`config.mk`:
```
export PLATFORM = sky130hd
export DESIGN_NAME = riscv_core_icache_refill_axi
export DESIGN_NICKNAME = d
export VERILOG_FILES = /design/src/rtl/riscv_core_icache_pkg.sv /design/src/rtl/riscv_core_icache_refill_axi.sv
export SDC_FILE = /design/constraint.sdc
export NUM_CORES = 1
export LEC_CHECK = 0
export CORE_MARGIN = 8
export CORE_UTILIZATION = 35
export DETAILED_ROUTE_END_ITERATION = 7
export MAX_ROUTING_LAYER = met4
export PLACE_DENSITY = 0.7
export SETUP_SLACK_MARGIN = 0.1
export SLEW_MARGIN = 20
export SYNTH_ARGS = -nofsm -noshare
export SYNTH_HDL_FRONTEND = slang
export SYNTH_SLANG_ARGS = --single-unit
```
`constraint.sdc`:
```
create_clock -name i_clk -period 1.4 [get_ports i_clk]
set_input_delay 0.28 -clock i_clk [delete_from_list [all_inputs] [get_ports i_clk]]
set_output_delay 0.28 -clock i_clk [all_outputs]
set_load 0.02 [all_outputs]
```
`src/rtl/riscv_core_icache_pkg.sv`:
```
// Shared definitions for the instruction-cache refill path: FSM state encoding
// and the AXI/line constants used when building refill bursts.
package riscv_core_icache_pkg;

  typedef enum logic [1:0] {
    ST_IDLE = 2'd0,
    ST_AR   = 2'd1,
    ST_R    = 2'd2,
    ST_DONE = 2'd3
  } refill_state_e;

  localparam logic [1:0] BURST_INCR    = 2'b01;
  localparam logic [1:0] RESP_OKAY     = 2'b00;
  localparam int         LINE_OFFSET_W = 5;

endpackage

```
`src/rtl/riscv_core_icache_refill_axi.sv`:
```
// Instruction-cache line refill engine: issues one INCR AXI read burst per
// request and assembles the returned beats into a full cache line.
module riscv_core_icache_refill_axi
  import riscv_core_icache_pkg::*;
#(
  parameter int ADDR_WIDTH     = 64,
  parameter int LINE_WIDTH     = 256,
  parameter int AXI_DATA_WIDTH = 64
) (
  input  logic                      i_clk,
  input  logic                      i_rst,
  input  logic                      i_mem_req,
  input  logic [ADDR_WIDTH-1:0]     i_mem_addr,
  output logic                      o_mem_done,
  output logic                      o_mem_err,
  output logic [LINE_WIDTH-1:0]     o_line,
  output logic                      o_arvalid,
  input  logic                      i_arready,
  output logic [ADDR_WIDTH-1:0]     o_araddr,
  output logic [7:0]                o_arlen,
  output logic [2:0]                o_arsize,
  output logic [1:0]                o_arburst,
  input  logic                      i_rvalid,
  output logic                      o_rready,
  input  logic [AXI_DATA_WIDTH-1:0] i_rdata,
  input  logic [1:0]                i_rresp,
  input  logic                      i_rlast
);

  localparam int BEATS = LINE_WIDTH / AXI_DATA_WIDTH;
  localparam int CNT_W = (BEATS > 1) ? $clog2(BEATS) : 1;
  localparam int SIZE  = $clog2(AXI_DATA_WIDTH / 8);

  localparam logic [ADDR_WIDTH-1:0] LINE_MASK =
    ~{{(ADDR_WIDTH - LINE_OFFSET_W){1'b0}}, {LINE_OFFSET_W{1'b1}}};

  refill_state_e           state_q, state_d;
  logic [ADDR_WIDTH-1:0]   araddr_q, araddr_d;
  logic [CNT_W-1:0]        beat_q, beat_d;
  logic                    err_q, err_d;
  logic [LINE_WIDTH-1:0]   line_q, line_d;

  logic last_beat;
  logic beat_fire;

  assign last_beat = (beat_q == CNT_W'(BEATS - 1));
  assign beat_fire = (state_q == ST_R) && i_rvalid;

  assign o_arlen   = 8'(BEATS - 1);
  assign o_arsize  = 3'(SIZE);
  assign o_arburst = BURST_INCR;
  assign o_araddr  = araddr_q;
  assign o_line    = line_q;

  always_ff @(posedge i_clk) begin
    if (i_rst) begin
      state_q  <= ST_IDLE;
      araddr_q <= '0;
      beat_q   <= '0;
      err_q    <= 1'b0;
      line_q   <= '0;
    end else begin
      state_q  <= state_d;
      araddr_q <= araddr_d;
      beat_q   <= beat_d;
      err_q    <= err_d;
      line_q   <= line_d;
    end
  end

  // Early RLAST also ends the burst; untouched line slots keep old data.
  always_comb begin
    state_d = state_q;
    case (state_q)
      ST_IDLE: if (i_mem_req) state_d = ST_AR;
      ST_AR:   if (i_arready) state_d = ST_R;
      ST_R:    if (i_rvalid && (last_beat || i_rlast)) state_d = ST_DONE;
      ST_DONE: state_d = ST_IDLE;
      default: state_d = ST_IDLE;
    endcase
  end

  always_comb begin
    o_arvalid  = 1'b0;
    o_rready   = 1'b0;
    o_mem_done = 1'b0;
    o_mem_err  = 1'b0;
    case (state_q)
      ST_AR:   o_arvalid = 1'b1;
      ST_R:    o_rready  = 1'b1;
      ST_DONE: begin
        o_mem_done = 1'b1;
        o_mem_err  = err_q;
      end
      default: ;
    endcase
  end

  // Any bad response or RLAST misplacement marks the whole refill as failed.
  always_comb begin
    araddr_d = araddr_q;
    beat_d   = beat_q;
    err_d    = err_q;
    line_d   = line_q;
    if (state_q == ST_IDLE && i_mem_req) begin
      araddr_d = i_mem_addr & LINE_MASK;
      beat_d   = '0;
      err_d    = 1'b0;
    end
    if (beat_fire) begin
      for (int k = 0; k < BEATS; k++) begin
        if (beat_q == CNT_W'(k)) line_d[k*AXI_DATA_WIDTH +: AXI_DATA_WIDTH] = i_rdata;
      end
      if (!last_beat) beat_d = beat_q + 1'b1;
      if ((i_rresp != RESP_OKAY) || (i_rlast && !last_beat) || (!i_rlast && last_beat))
        err_d = 1'b1;
    end
  end

endmodule

```
==> flow_metrics.py <==
metrics = {
    "place": {
        "numPortBuffers": 449,
        "hpwl_mm": 30.8,
        "dpl_worst_slack_ns": -0.366,
        "routabilityCongestion": 0.828,
        "post-place-cells": 2272,
    },
    "routing": {
        "via_count": 11700,
        "first_pass_iters": 5,
        "wl_per_cell_um": 20.2,
        "drcViolationCount": 0,
        "initialDrtViolationCount": 650,
        "wirelength_mm": 48.3,
        "via_per_inst": 4.91,
        "ant_nets": 0,
    },
    "floorplan": {
        "die_area_um2": 39500,
        "core_area_um2": 33200,
        "die_h_um": 199,
        "initial_core_util_pct": 35.2,
        "rows": 67,
        "die_width_um": 199,
        "ios": 473,
    },
    "global_route": {
        "grt_pass1_vias": 11400,
        "grt_pass1_wl_mm": 67.0,
        "grt-ovfl-total": 0,
        "grt_max_degree": 71,
        "grt_usage_pct": 22.4,
        "antenna_found_initial": 2,
    },
    "synth": {
        "avgSynthCellArea_um2": 8.15,
        "synth_fa_ha_area_share_pct": 1.07,
        "synth_compound_area_share_pct": 15.9,
        "synth.ff_latch_count": 320,
        "synthCells": 1435,
        "mappedNetlistArea_um2": 11700,
        "synthMuxAreaShare_pct": 0.0856,
        "ys_warn_count": 0,
        "ys_types": 27,
        "yosysSeqAreaShare_pct": 54.8,
        "synth_top_family_by_area": "simple AND/OR/NAND/NOR gates",
        "synthSimpleGateAreaFrac_pct": 21.5,
        "synthXorXnorAreaFrac_pct": 0,
    },
    "job": {
        "cap_violations": 0,
    },
    "worst_setup_path": {
        "crit_required_ns": 1.12,
        "r2r-start": "state_q[0]",
        "worst_setup_path_start_kind": "flop",
        "end_kind": "primary output",
        "crit_path_max_fanout": 3,
        "crit_type": "reg -> out",
        "cp.arrival_ns": 1.35,
        "startpoint": "state_q[0]",
        "reg2reg_setup_slack_ns": -0.23,
    },
    "pwr": {
        "totalPowerFinal_mw": 24.2,
        "p_leak_nw": 7.29,
        "p_per_area_nw_per_um2": 1300,
        "peakVddDrop_mv": 1.01,
    },
    "clock_tree": {
        "worstSkewPairLatency_ns": 0.51,
        "path_clk_slew_ns": 0.06,
        "cts_htree_levels": 2,
        "cts_tree": "yes",
        "cts_buffer_depth": 3,
        "cts_inserted_buffers": 36,
        "root_buffer": "clkbuf_16",
        "cts_sinks": 320,
    },
    "timing": {
        "finalCriticalPeriod_ns": 1.63,
        "rsz0062_at_grt": "true",
        "setup_viol": 322,
        "clock_skew_ns": 0.0183,
        "drv_slew": 0,
        "fin_crit_sh_pct": 117,
        "finalHoldViolations": 0,
        "fmax_mhz": 612,
        "setup_slack_ns": -0.234,
    },
    "final_layout": {
        "num-nets-final": 2058,
        "fill_cells": 3025,
        "stdcell_count": 2388,
        "layout-drive-gt1-share_pct": 34.8,
        "area_growth_pct": 59.7,
    },
    "min_path": {
        "hold_path_class": "in -> reg",
        "hold_path_startpoint": "i_rst",
    },
    "status": {
        "violations": "setup timing",
        "status": "complete, but fails checks",
    },
}
==> Yosys cell counts <==
cell type  instances  area share [%]
nor2_1             1           0.032
buf_4             22             1.4
nor4_1             1           0.054
dfxtp_1          320              55
buf_2             46             2.0
nand4b_1           1           0.075
clkbuf_1          30            0.96
a21oi_2           60             4.5
and2_1             2            0.11
a31o_2             1           0.075
buf_6             21             2.0
ha_1              10             1.1
nor2b_1            2            0.11
o21ai_1            1           0.043
a21oi_1          258              11
buf_1              2           0.064
nand3_2            4            0.34
nand2b_1           4            0.21
a211o_1            1           0.075
and3_1             4            0.21
o211ai_1           2            0.13
or3_1              1           0.054
a211oi_1           1           0.064
mux2i_1            1           0.086
conb_1             2           0.064
nand2_1          633              20
inv_1              4            0.13
==> path summary, 6_finish.rpt <==
check,depth (start not counted),to
worst max-delay path,4,o_arvalid
worst min-delay path,2,o_line[241]
worst max register to register,9,o_line[183]
worst min register to register,2,o_line[20]
==> repair_timing <==
action	in CTS	in global routing
pin swaps	45	10
setup endpoints to repair	621	582
hold buffers	0	0
resized for setup	1746	42
endpoints found under the hold margin	0	0
setup buffers	20	5
gates cloned	10	15
==> cell type report <==
| class | instances | area, um2 | share of cell area [%] |
|---|---|---|---|
| inverters | 4 | 20.0 | 0.107 |
| diodes | 3 | 7.51 | 0.0402 |
| multi-input cells | 1006 | 4900 | 26.2 |
| repair buffers | 544 | 5510 | 29.5 |
| well taps | 448 | 561 | 3.00 |
| flip-flops and latches | 320 | 6480 | 34.7 |
| clock buffers | 49 | 1010 | 5.41 |
| clock inverters | 14 | 193 | 1.03 |
==> flip-flops by register name (all words and copies together) (netlist names) <==
signal,count
beat_q,2
err_q,1
o_line,256
state_q,2
o_araddr,59
==> where the power goes <==
group | leakage [nW] | internal [mW] | switching [mW]
Clock | 0.595 | 5.81 | 3.76
Combinational | 4.08 | 2.23 | 2.59
Sequential | 2.62 | 9.58 | 0.278
==> layer usage <==
layer | routed length, um | vias to the layer above | share of wire (%) | global-route usage [%]
met3 | 4580 | 99 | 9.5 | 7.00
met1 | 19200 | 5571 | 40 | 26.1
met2 | 22800 | 516 | 47 | 35.9
met4 | 1750 | 0 | 3.6 | 8.26
met5 | 0 | - | 0 | -
li1 | - | 5540 | - | -
==> through the flow <==
step | setup TNS (ns) | utilization, % | hold slack, ns | area, um2
2_1_floorplan | 0 | - | 0.416 | 11800
3_3_place_gp | -64.95 | 50.6 | 0.441 | 16800
3_5_place_dp | -74.15 | 50.6 | 0.446 | 16800
4_1_cts | -38.56 | 54.6 | 0.0382 | 18100
5_1_grt | -71.70 | 56.3 | 0.0408 | 18700
6_report | -45.01 | 56.3 | 0.0485 | 18700
==> kinds of logic after synthesis <==
group,Yosys count
mux,1
flops,320
compound gates,324
simple gates,653
buf+inv,125
fa+ha+maj,10
other cells,2
==> worst max-delay path, stage by stage, from the launching register on <==
cell,delay (ns)
dfxtp_2,0.34
buf_6,0.12
ha_4,0.15
buf_6,0.11
buf_6,0.12
==> layout by cell type (no fill, tap or decap), types with 18 or more instances in the layout <==
cell	synthesis	final
nand2_1	633	605
dfxtp_1	320	264
buf_4	22	235
a21oi_1	258	216
clkdlybuf4s50_1	0	129
a21oi_2	60	102
buf_6	21	72
dfxtp_2	0	55
clkbuf_16	0	48
buf_2	46	43
buf_12	0	40
nand2_2	0	25
conb_1	2	18
Note: power is estimated with default switching activity, not from simulation.
